**src/rtl/uart_rx_pkg.sv**
```systemverilog
`default_nettype none
// ============================================================================
// Module      : uart_rx_pkg
// Description : Shared defaults and helpers for the UART receive FIFO slice.
// Revision    : 1.0 - initial release
// ============================================================================
package uart_rx_pkg;

    localparam int DATA_W_DEF = 8;
    localparam int DEPTH_DEF  = 16;
    localparam logic [7:0] OVF_CNT_MAX = 8'hFF;

    // Pointer width carries one extra wrap bit above the address bits.
    function automatic int ptr_w(input int depth);
        return $clog2(depth) + 1;
    endfunction

endpackage
`default_nettype wire

```
**src/rtl/uart_rx_fifo_if.sv**
```systemverilog
`default_nettype none
// ============================================================================
// Module      : uart_rx_fifo_if
// Description : Write/read handshake and status bundle of the RX FIFO.
// Revision    : 1.0 - initial release
// ============================================================================
interface uart_rx_fifo_if #(
    parameter int DATA_W = 8,
    parameter int DEPTH  = 16
);
    logic [DATA_W-1:0]        wr_data;
    logic                     wr_valid;
    logic [DATA_W-1:0]        rd_data;
    logic                     rd_valid;
    logic                     rd_ready;
    logic [$clog2(DEPTH):0]   level;
    logic                     empty;
    logic                     full;
    logic                     almost_full;
    logic                     ovf;
    logic                     ovf_clr;
    logic [7:0]               ovf_cnt;
    logic                     timeout;

    modport master (
        output wr_data, wr_valid, rd_ready, ovf_clr,
        input  rd_data, rd_valid, level, empty, full, almost_full,
               ovf, ovf_cnt, timeout
    );

    modport slave (
        input  wr_data, wr_valid, rd_ready, ovf_clr,
        output rd_data, rd_valid, level, empty, full, almost_full,
               ovf, ovf_cnt, timeout
    );
endinterface
`default_nettype wire

```
**src/rtl/uart_rx_fifo_mem.sv**
```systemverilog
`default_nettype none
// ============================================================================
// Module      : uart_rx_fifo_mem
// Description : Dual-port register array, synchronous write, async read.
// Revision    : 1.0 - initial release
// ============================================================================
module uart_rx_fifo_mem #(
    parameter int DATA_W = 8,
    parameter int DEPTH  = 16
) (
    input  wire logic                     clk,
    input  wire logic                     i_we,
    input  wire logic [$clog2(DEPTH)-1:0] i_waddr,
    input  wire logic [DATA_W-1:0]        i_wdata,
    input  wire logic [$clog2(DEPTH)-1:0] i_raddr,
    output      logic [DATA_W-1:0]        o_rdata
);
    logic [DATA_W-1:0] r_mem [DEPTH];

    always_ff @(posedge clk) begin
        if (i_we) begin
            r_mem[i_waddr] <= i_wdata;
        end
    end

    assign o_rdata = r_mem[i_raddr];
endmodule
`default_nettype wire

```
**src/rtl/uart_rx_fifo.sv**
```systemverilog
`default_nettype none
// ============================================================================
// Module      : uart_rx_fifo
// Description : FWFT receive FIFO behind the UART deserializer with level,
//               overflow and (with RX_TIMEOUT_EN defined) idle timeout.
// Revision    : 1.0 - initial release
// ============================================================================
module uart_rx_fifo
    import uart_rx_pkg::*;
#(
    parameter int DATA_W   = DATA_W_DEF,
    parameter int DEPTH    = DEPTH_DEF,
    parameter int AFULL_TH = 12,
    parameter int TO_CYC   = 1024
) (
    input wire logic        clk,
    input wire logic        rst,
    uart_rx_fifo_if.slave   bus
);
    localparam int AW = $clog2(DEPTH);
    localparam int PW = ptr_w(DEPTH);
    localparam logic [PW-1:0] c_AFULL_TH = PW'(AFULL_TH);
    localparam logic [15:0]   c_TO_CYC   = 16'(TO_CYC);

    logic [PW-1:0]     r_wr_ptr, r_rd_ptr, r_level;
    logic [PW-1:0]     w_wr_nxt, w_rd_nxt, w_level_nxt;
    logic              r_empty, r_full, r_afull, r_rd_valid, r_ovf, r_timeout;
    logic [7:0]        r_ovf_cnt;
    logic [DATA_W-1:0] r_rd_data, w_head_nxt, w_mem_rdata;
    logic              w_rd_hs, w_wr_acc, w_ovf_ev, w_empty_nxt, w_full_nxt;

    always_comb begin
        w_rd_hs  = r_rd_valid & bus.rd_ready;
        w_wr_acc = bus.wr_valid & (~r_full | w_rd_hs);
        w_ovf_ev = bus.wr_valid & r_full & ~w_rd_hs;
        w_wr_nxt = w_wr_acc ? r_wr_ptr + PW'(1) : r_wr_ptr;
        w_rd_nxt = w_rd_hs  ? r_rd_ptr + PW'(1) : r_rd_ptr;
        w_level_nxt = w_wr_nxt - w_rd_nxt;
        w_empty_nxt = (w_wr_nxt == w_rd_nxt);
        w_full_nxt  = (w_wr_nxt[AW-1:0] == w_rd_nxt[AW-1:0]) &&
                      (w_wr_nxt[AW] != w_rd_nxt[AW]);
        // The new head may be the byte being written this very cycle.
        w_head_nxt = (w_wr_acc && (w_rd_nxt == r_wr_ptr)) ? bus.wr_data
                                                           : w_mem_rdata;
    end

    uart_rx_fifo_mem #(
        .DATA_W (DATA_W),
        .DEPTH  (DEPTH)
    ) u_mem (
        .clk     (clk),
        .i_we    (w_wr_acc),
        .i_waddr (r_wr_ptr[AW-1:0]),
        .i_wdata (bus.wr_data),
        .i_raddr (w_rd_nxt[AW-1:0]),
        .o_rdata (w_mem_rdata)
    );

    always_ff @(posedge clk) begin
        if (rst) begin
            r_wr_ptr   <= '0;
            r_rd_ptr   <= '0;
            r_level    <= '0;
            r_empty    <= 1'b1;
            r_full     <= 1'b0;
            r_afull    <= 1'b0;
            r_rd_valid <= 1'b0;
            r_rd_data  <= '0;
        end else begin
            r_wr_ptr   <= w_wr_nxt;
            r_rd_ptr   <= w_rd_nxt;
            r_level    <= w_level_nxt;
            r_empty    <= w_empty_nxt;
            r_full     <= w_full_nxt;
            r_afull    <= (w_level_nxt >= c_AFULL_TH);
            r_rd_valid <= ~w_empty_nxt;
            r_rd_data  <= w_head_nxt;
        end
    end

    // A drop in the same cycle as a clear wins over the clear.
    always_ff @(posedge clk) begin
        if (rst) begin
            r_ovf     <= 1'b0;
            r_ovf_cnt <= '0;
        end else if (w_ovf_ev) begin
            r_ovf <= 1'b1;
            if (bus.ovf_clr) begin
                r_ovf_cnt <= 8'd1;
            end else if (r_ovf_cnt != OVF_CNT_MAX) begin
                r_ovf_cnt <= r_ovf_cnt + 8'd1;
            end
        end else if (bus.ovf_clr) begin
            r_ovf     <= 1'b0;
            r_ovf_cnt <= '0;
        end
    end

`ifdef RX_TIMEOUT_EN
    logic [15:0] r_idle_cnt, w_idle_nxt;

    always_comb begin
        w_idle_nxt = r_idle_cnt;
        if (w_wr_acc || w_rd_hs || r_empty) begin
            w_idle_nxt = '0;
        end else if (r_idle_cnt != 16'hFFFF) begin
            w_idle_nxt = r_idle_cnt + 16'd1;
        end
    end

    always_ff @(posedge clk) begin
        if (rst) begin
            r_idle_cnt <= '0;
            r_timeout  <= 1'b0;
        end else begin
            r_idle_cnt <= w_idle_nxt;
            r_timeout  <= (w_idle_nxt == c_TO_CYC) && ~w_empty_nxt;
        end
    end
`else
    logic w_unused_to;
    assign w_unused_to = ^c_TO_CYC;
    assign r_timeout   = 1'b0;
`endif

    assign bus.rd_data     = r_rd_data;
    assign bus.rd_valid    = r_rd_valid;
    assign bus.level       = r_level;
    assign bus.empty       = r_empty;
    assign bus.full        = r_full;
    assign bus.almost_full = r_afull;
    assign bus.ovf         = r_ovf;
    assign bus.ovf_cnt     = r_ovf_cnt;
    assign bus.timeout     = r_timeout;
endmodule
`default_nettype wire

```
**src/flat_wrapper.sv**
```systemverilog
// flat-port wrapper written by rule: the top's interface ports become plain ports
module uart_rx_fifo_flat import uart_rx_pkg::*;
#(
    parameter int DATA_W   = DATA_W_DEF,
    parameter int DEPTH    = DEPTH_DEF,
    parameter int AFULL_TH = 12,
    parameter int TO_CYC   = 1024
)
  (clk, rst, bus_wr_data, bus_wr_valid, bus_rd_ready, bus_ovf_clr, bus_rd_data, bus_rd_valid, bus_level, bus_empty, bus_full, bus_almost_full, bus_ovf, bus_ovf_cnt, bus_timeout);
  uart_rx_fifo_if #(.DATA_W(DATA_W), .DEPTH(DEPTH)) bus_i ();
  input wire logic clk;
  input wire logic rst;
  input wire logic [$bits(bus_i.wr_data)-1:0] bus_wr_data;
  input wire logic [$bits(bus_i.wr_valid)-1:0] bus_wr_valid;
  input wire logic [$bits(bus_i.rd_ready)-1:0] bus_rd_ready;
  input wire logic [$bits(bus_i.ovf_clr)-1:0] bus_ovf_clr;
  output wire logic [$bits(bus_i.rd_data)-1:0] bus_rd_data;
  output wire logic [$bits(bus_i.rd_valid)-1:0] bus_rd_valid;
  output wire logic [$bits(bus_i.level)-1:0] bus_level;
  output wire logic [$bits(bus_i.empty)-1:0] bus_empty;
  output wire logic [$bits(bus_i.full)-1:0] bus_full;
  output wire logic [$bits(bus_i.almost_full)-1:0] bus_almost_full;
  output wire logic [$bits(bus_i.ovf)-1:0] bus_ovf;
  output wire logic [$bits(bus_i.ovf_cnt)-1:0] bus_ovf_cnt;
  output wire logic [$bits(bus_i.timeout)-1:0] bus_timeout;
  assign bus_i.wr_data = bus_wr_data;
  assign bus_i.wr_valid = bus_wr_valid;
  assign bus_i.rd_ready = bus_rd_ready;
  assign bus_i.ovf_clr = bus_ovf_clr;
  assign bus_rd_data = bus_i.rd_data;
  assign bus_rd_valid = bus_i.rd_valid;
  assign bus_level = bus_i.level;
  assign bus_empty = bus_i.empty;
  assign bus_full = bus_i.full;
  assign bus_almost_full = bus_i.almost_full;
  assign bus_ovf = bus_i.ovf;
  assign bus_ovf_cnt = bus_i.ovf_cnt;
  assign bus_timeout = bus_i.timeout;
  uart_rx_fifo #(.DATA_W(DATA_W), .DEPTH(DEPTH), .AFULL_TH(AFULL_TH), .TO_CYC(TO_CYC)) u_core (.clk(clk), .rst(rst), .bus(bus_i));
endmodule
```
**config.mk**
```make
export PLATFORM = sky130hd
export DESIGN_NAME = uart_rx_fifo_flat
export DESIGN_NICKNAME = d
export VERILOG_FILES = /design/src/rtl/uart_rx_pkg.sv /design/src/rtl/uart_rx_fifo_if.sv /design/src/rtl/uart_rx_fifo_mem.sv /design/src/rtl/uart_rx_fifo.sv /design/src/flat_wrapper.sv
export SDC_FILE = /design/constraint.sdc
export NUM_CORES = 1
export LEC_CHECK = 0
export BUFFER_PORTS_ARGS = -buffer_cell sky130_fd_sc_hd__buf_4
export CORE_ASPECT_RATIO = 1.2
export CORE_MARGIN = 5
export CORE_UTILIZATION = 50
export DETAILED_ROUTE_END_ITERATION = 10
export GPL_TIMING_DRIVEN = 0
export PLACE_DENSITY = 0.68
export SLEW_MARGIN = 0
export SYNTH_ARGS = -nofsm -noshare
export SYNTH_HDL_FRONTEND = slang
export SYNTH_HIERARCHICAL = 1
export SYNTH_SLANG_ARGS = --single-unit
```
**constraint.sdc**
```tcl
create_clock -name clk -period 3.1 [get_ports clk]
set_input_delay 0.465 -clock clk [delete_from_list [all_inputs] [get_ports clk]]
set_output_delay 0.465 -clock clk [all_outputs]
set_load 0.05 [all_outputs]
```
==> metrics.yaml <==
async_flop_share_pct: 0
fin_skew_ns: 0.00713
critPathLaunchType: "register"
die_y_microns: 137
min_period_over_period_pct: 86.7
drt-pass1-iter-count: 4
cp_common_cell: "buf_6"
coreArea_sq_um: 13200
r2r_setup_slack_ns: 0.41
yosysSeqAreaShare_pct: 68.0
start_util_pct: 50.9
insertion_delay_ns: 0.41
cts_buffers: 17
cts.path.max_buffers: 2
holdCritStartpoint: "bus_ovf_clr"
worstSetupPathType: "register to register"
cts.clk_slew.worst_paths_ns: 0.06
p_per_area_nw_per_um2: 684
power_w: 0.00532
syn-num-nets: 414
drtIter0Drc: 282
drc: 0
postCtsHoldBufs: 0
avgSynthCellArea_sq_um: 17.1
cts-root-buf: "clkbuf_16"
yosysWarnings: 6
cts-resized-gates: 0
critPathTopFamily: "multiplexers"
p_int_w: 0.00398
drive_gt1_share_pct: 24.4
fin_nets: 472
cp_num_buf_inv: 2
routed_wl_microns: 13500
fmax_mhz: 372
die_w_microns: 116
cts.sinks: 164
cp_max_fo: 10
seqPwrFrac_pct: 46.6
gp_congestion: 0.779
p_clk_share_pct: 35.9
pwr-share-comb_pct: 17.5
r2r-start: "u_core/bus.rd_valid"
period_needed_ns: 2.69
rows: 46
syn_area_sq_um: 6710
portBuffers: 38
worstPathCellList: "nand2_4 > xnor2_1 > buf_6 > buf_6 > mux4_1 > a22oi_1 > nand2_1 > mux2i_1 > nor2_1"
status: "finished, final reports clean"
area_growth_pct: 15.9
hold_class: "input pin to register"
grt_use_total_pct: 18.4
synth-edff-count: 128
die_area_sq_um: 15800
holdPathEnd: "u_core/bus.ovf"
grt_pass1_vias: 3719
worst_pin_slew_ns: 0.999
arrival_ns: 2.96
grt_max_degree: 18
place_area_sq_um: 7220
ir_drop_uv: 404
h-tree-depth: 4
cts_setup_buffers: 0
hold_path_depth: 3
finalSetupViolations: 0
synth.ff_latch_count: 164
wl_per_cell_microns: 21.4
required_ns: 3.38
p_switching_w: 0.00133
final_area_sq_um: 7780
cp_slowest_cell: "mux4_1"
nFillCells: 1023
n_antenna_cell: 0
grt_overflow: 0
maxCapViolCount: 0
vias_per_cell: 5.66
netSwitchingFraction_pct: 25.1
antenna_found_initial: 0
ys.flop_type: "edfxtp_1"
netlist_instances: 393
grt_pass1_wl_microns: 20700
rr_worst_depth: 9
drv_slew: 0
rsz0062_at_grt: "false"
hold_violations: 0
cts_tree: "built"
slowest_delay_ns: 0.58
leakage_nw: 2.72
end_kind: "register"
vias: 3577
synth_cell_types: 54
r2r_end: "u_core/bus.rd_data[3]"
io_pins: 40
maxSlewHeadroom_pct: 33.2
ant_nets: 0
dp_hpwl_microns: 9080
[per-stage QoR]
stage / utilization, % / setup TNS [ns] / setup slack [ns] / hold WS, ns / instances
floorplan: - / 0 / 0.403 / 0.538 / 393
global placement: 54.7 / -0.0323 / -0.00468 / 0.464 / 599
detailed placement: 54.8 / 0 / 0.246 / 0.470 / 600
CTS: 58.9 / 0 / 0.353 / 0.330 / 632
global route: 59.0 / 0 / 0.240 / 0.361 / 632
finish: 59.0 / 0 / 0.412 / 0.354 / 632
[layout by cell type, fill, tap and decap left out, drive strengths merged, types with 7 or more instances in the layout]
master / synthesis / final
nand3: 7 / 7
edfxtp: 128 / 128
xnor2: 11 / 11
nand2: 15 / 15
dfxtp: 36 / 36
buf: 11 / 50
mux2i: 10 / 10
ha: 7 / 7
clkbuf: 2 / 24
xor2: 10 / 10
a22oi: 16 / 16
nor3: 9 / 9
nor2: 41 / 41
mux4: 32 / 32
[sequential cells by signal (all words and copies together) (netlist names)]
| signal | count |
|---|---|
| u_core/bus.rd_valid | 1 |
| u_core/r_wr_ptr | 5 |
| u_core/bus.empty | 1 |
| u_core/bus.almost_full | 1 |
| u_core/bus.rd_data | 8 |
| u_core/bus.ovf | 1 |
| u_core/bus.ovf_cnt | 8 |
| u_core/u_mem/r_mem | 128 |
| u_core/bus.level | 5 |
| u_core/bus.full | 1 |
| u_core/r_rd_ptr | 5 |
[cell usage after synthesis (3+ instances only)]
| master | n | area (sq um) |
|---|---|---|
| nor2b_1 | 6 | 37.5 |
| mux2i_1 | 9 | 90.1 |
| edfxtp_1 | 128 | 3840 |
| mux4_1 | 14 | 368 |
| ha_1 | 7 | 87.6 |
| nor2_1 | 40 | 150 |
| a22oi_1 | 16 | 120 |
| nand2_1 | 14 | 52.6 |
| a21oi_1 | 4 | 20.0 |
| dfxtp_1 | 36 | 721 |
| inv_1 | 5 | 18.8 |
| buf_2 | 3 | 15.0 |
| xor2_1 | 10 | 87.6 |
| nand3_1 | 6 | 30.0 |
| xnor2_1 | 10 | 87.6 |
| nand2b_1 | 3 | 18.8 |
| nor3_1 | 8 | 40.0 |
| buf_6 | 4 | 45.0 |
| mux4_2 | 18 | 405 |
| a31oi_1 | 3 | 18.8 |
| and2_1 | 3 | 18.8 |
| nand4_1 | 5 | 31.3 |
| clkdlybuf4s25_2 | 3 | 30.0 |
[final cells by class]
class / count / area (sq um) / area share, %
tap: 168 / 210 / 2.70
clock buffer: 22 / 464 / 5.97
clock inverter: 10 / 82.6 / 1.06
timing repair buffer: 39 / 293 / 3.77
multi-input combinational: 207 / 2020 / 26.0
sequential: 164 / 4560 / 58.7
buffer: 16 / 120 / 1.54
inverter: 6 / 22.5 / 0.290
[worst max path at each step]
stage          depth (start not counted)                       end                start  slack (ns)
6_report                               9     u_core/bus.rd_data[3]  u_core/bus.rd_valid        0.41
5_1_grt                               10    u_core/bus.almost_full  u_core/bus.rd_valid        0.24
4_1_cts                                9     u_core/bus.rd_data[3]  u_core/bus.rd_valid        0.35
3_5_place_dp                          10     u_core/bus.rd_data[3]         bus_rd_ready        0.25
3_3_place_gp                           5  u_core/u_mem/r_mem[0][3]         bus_rd_ready      -0.005
2_1_floorplan                          4  u_core/u_mem/r_mem[0][0]  u_core/bus.rd_valid        0.40
[worst reg2reg max path: cells and delay by family, from the launching register on]
family                 cells  cell delay [ns]
XOR/XNOR                   1             0.38
AND/OR/NAND/NOR            3             0.30
buffers and inverters      2             0.38
flip-flops                 1             0.42
AO/OA/AOI/OAI              1             0.36
multiplexers               2             0.72
[layer usage]
metal / track usage, % / share of wire [%]
met1: 21.7 / 39
met2: 32.2 / 54
met3: 4.51 / 5.2
met4: 7.03 / 1.6
met5: 0 / 0
[power groups by stage]
| stage | combinational (W) | clock [W] | sequential [W] |
|---|---|---|---|
| after floorplan | 0.000522 | 0 | 0.00268 |
| after global placement | 0.000931 | 0 | 0.00252 |
| after detailed placement | 0.000943 | 0 | 0.00252 |
| after CTS | 0.000946 | 0.00195 | 0.00248 |
| after global routing | 0.000993 | 0.00205 | 0.00248 |
| final | 0.000931 | 0.00191 | 0.00248 |
[cell families (layout without fill, tap and decap cells)]
| group | after synthesis | count (layout) | synth area share [%] |
|---|---|---|---|
| and+or+nand+nor | 99 | 99 | 7.36 |
| xor gates and xnor gates | 24 | 24 | 3.88 |
| adders and majority gates | 8 | 8 | 1.60 |
| muxes | 43 | 43 | 13.4 |
| other | 1 | 1 | 0.0559 |
| buffers and inverters | 22 | 93 | 2.13 |
| DFF | 164 | 164 | 68.0 |
| AOI/OAI and AO/OA | 32 | 32 | 3.60 |
(Power assumes the default switching activity.)
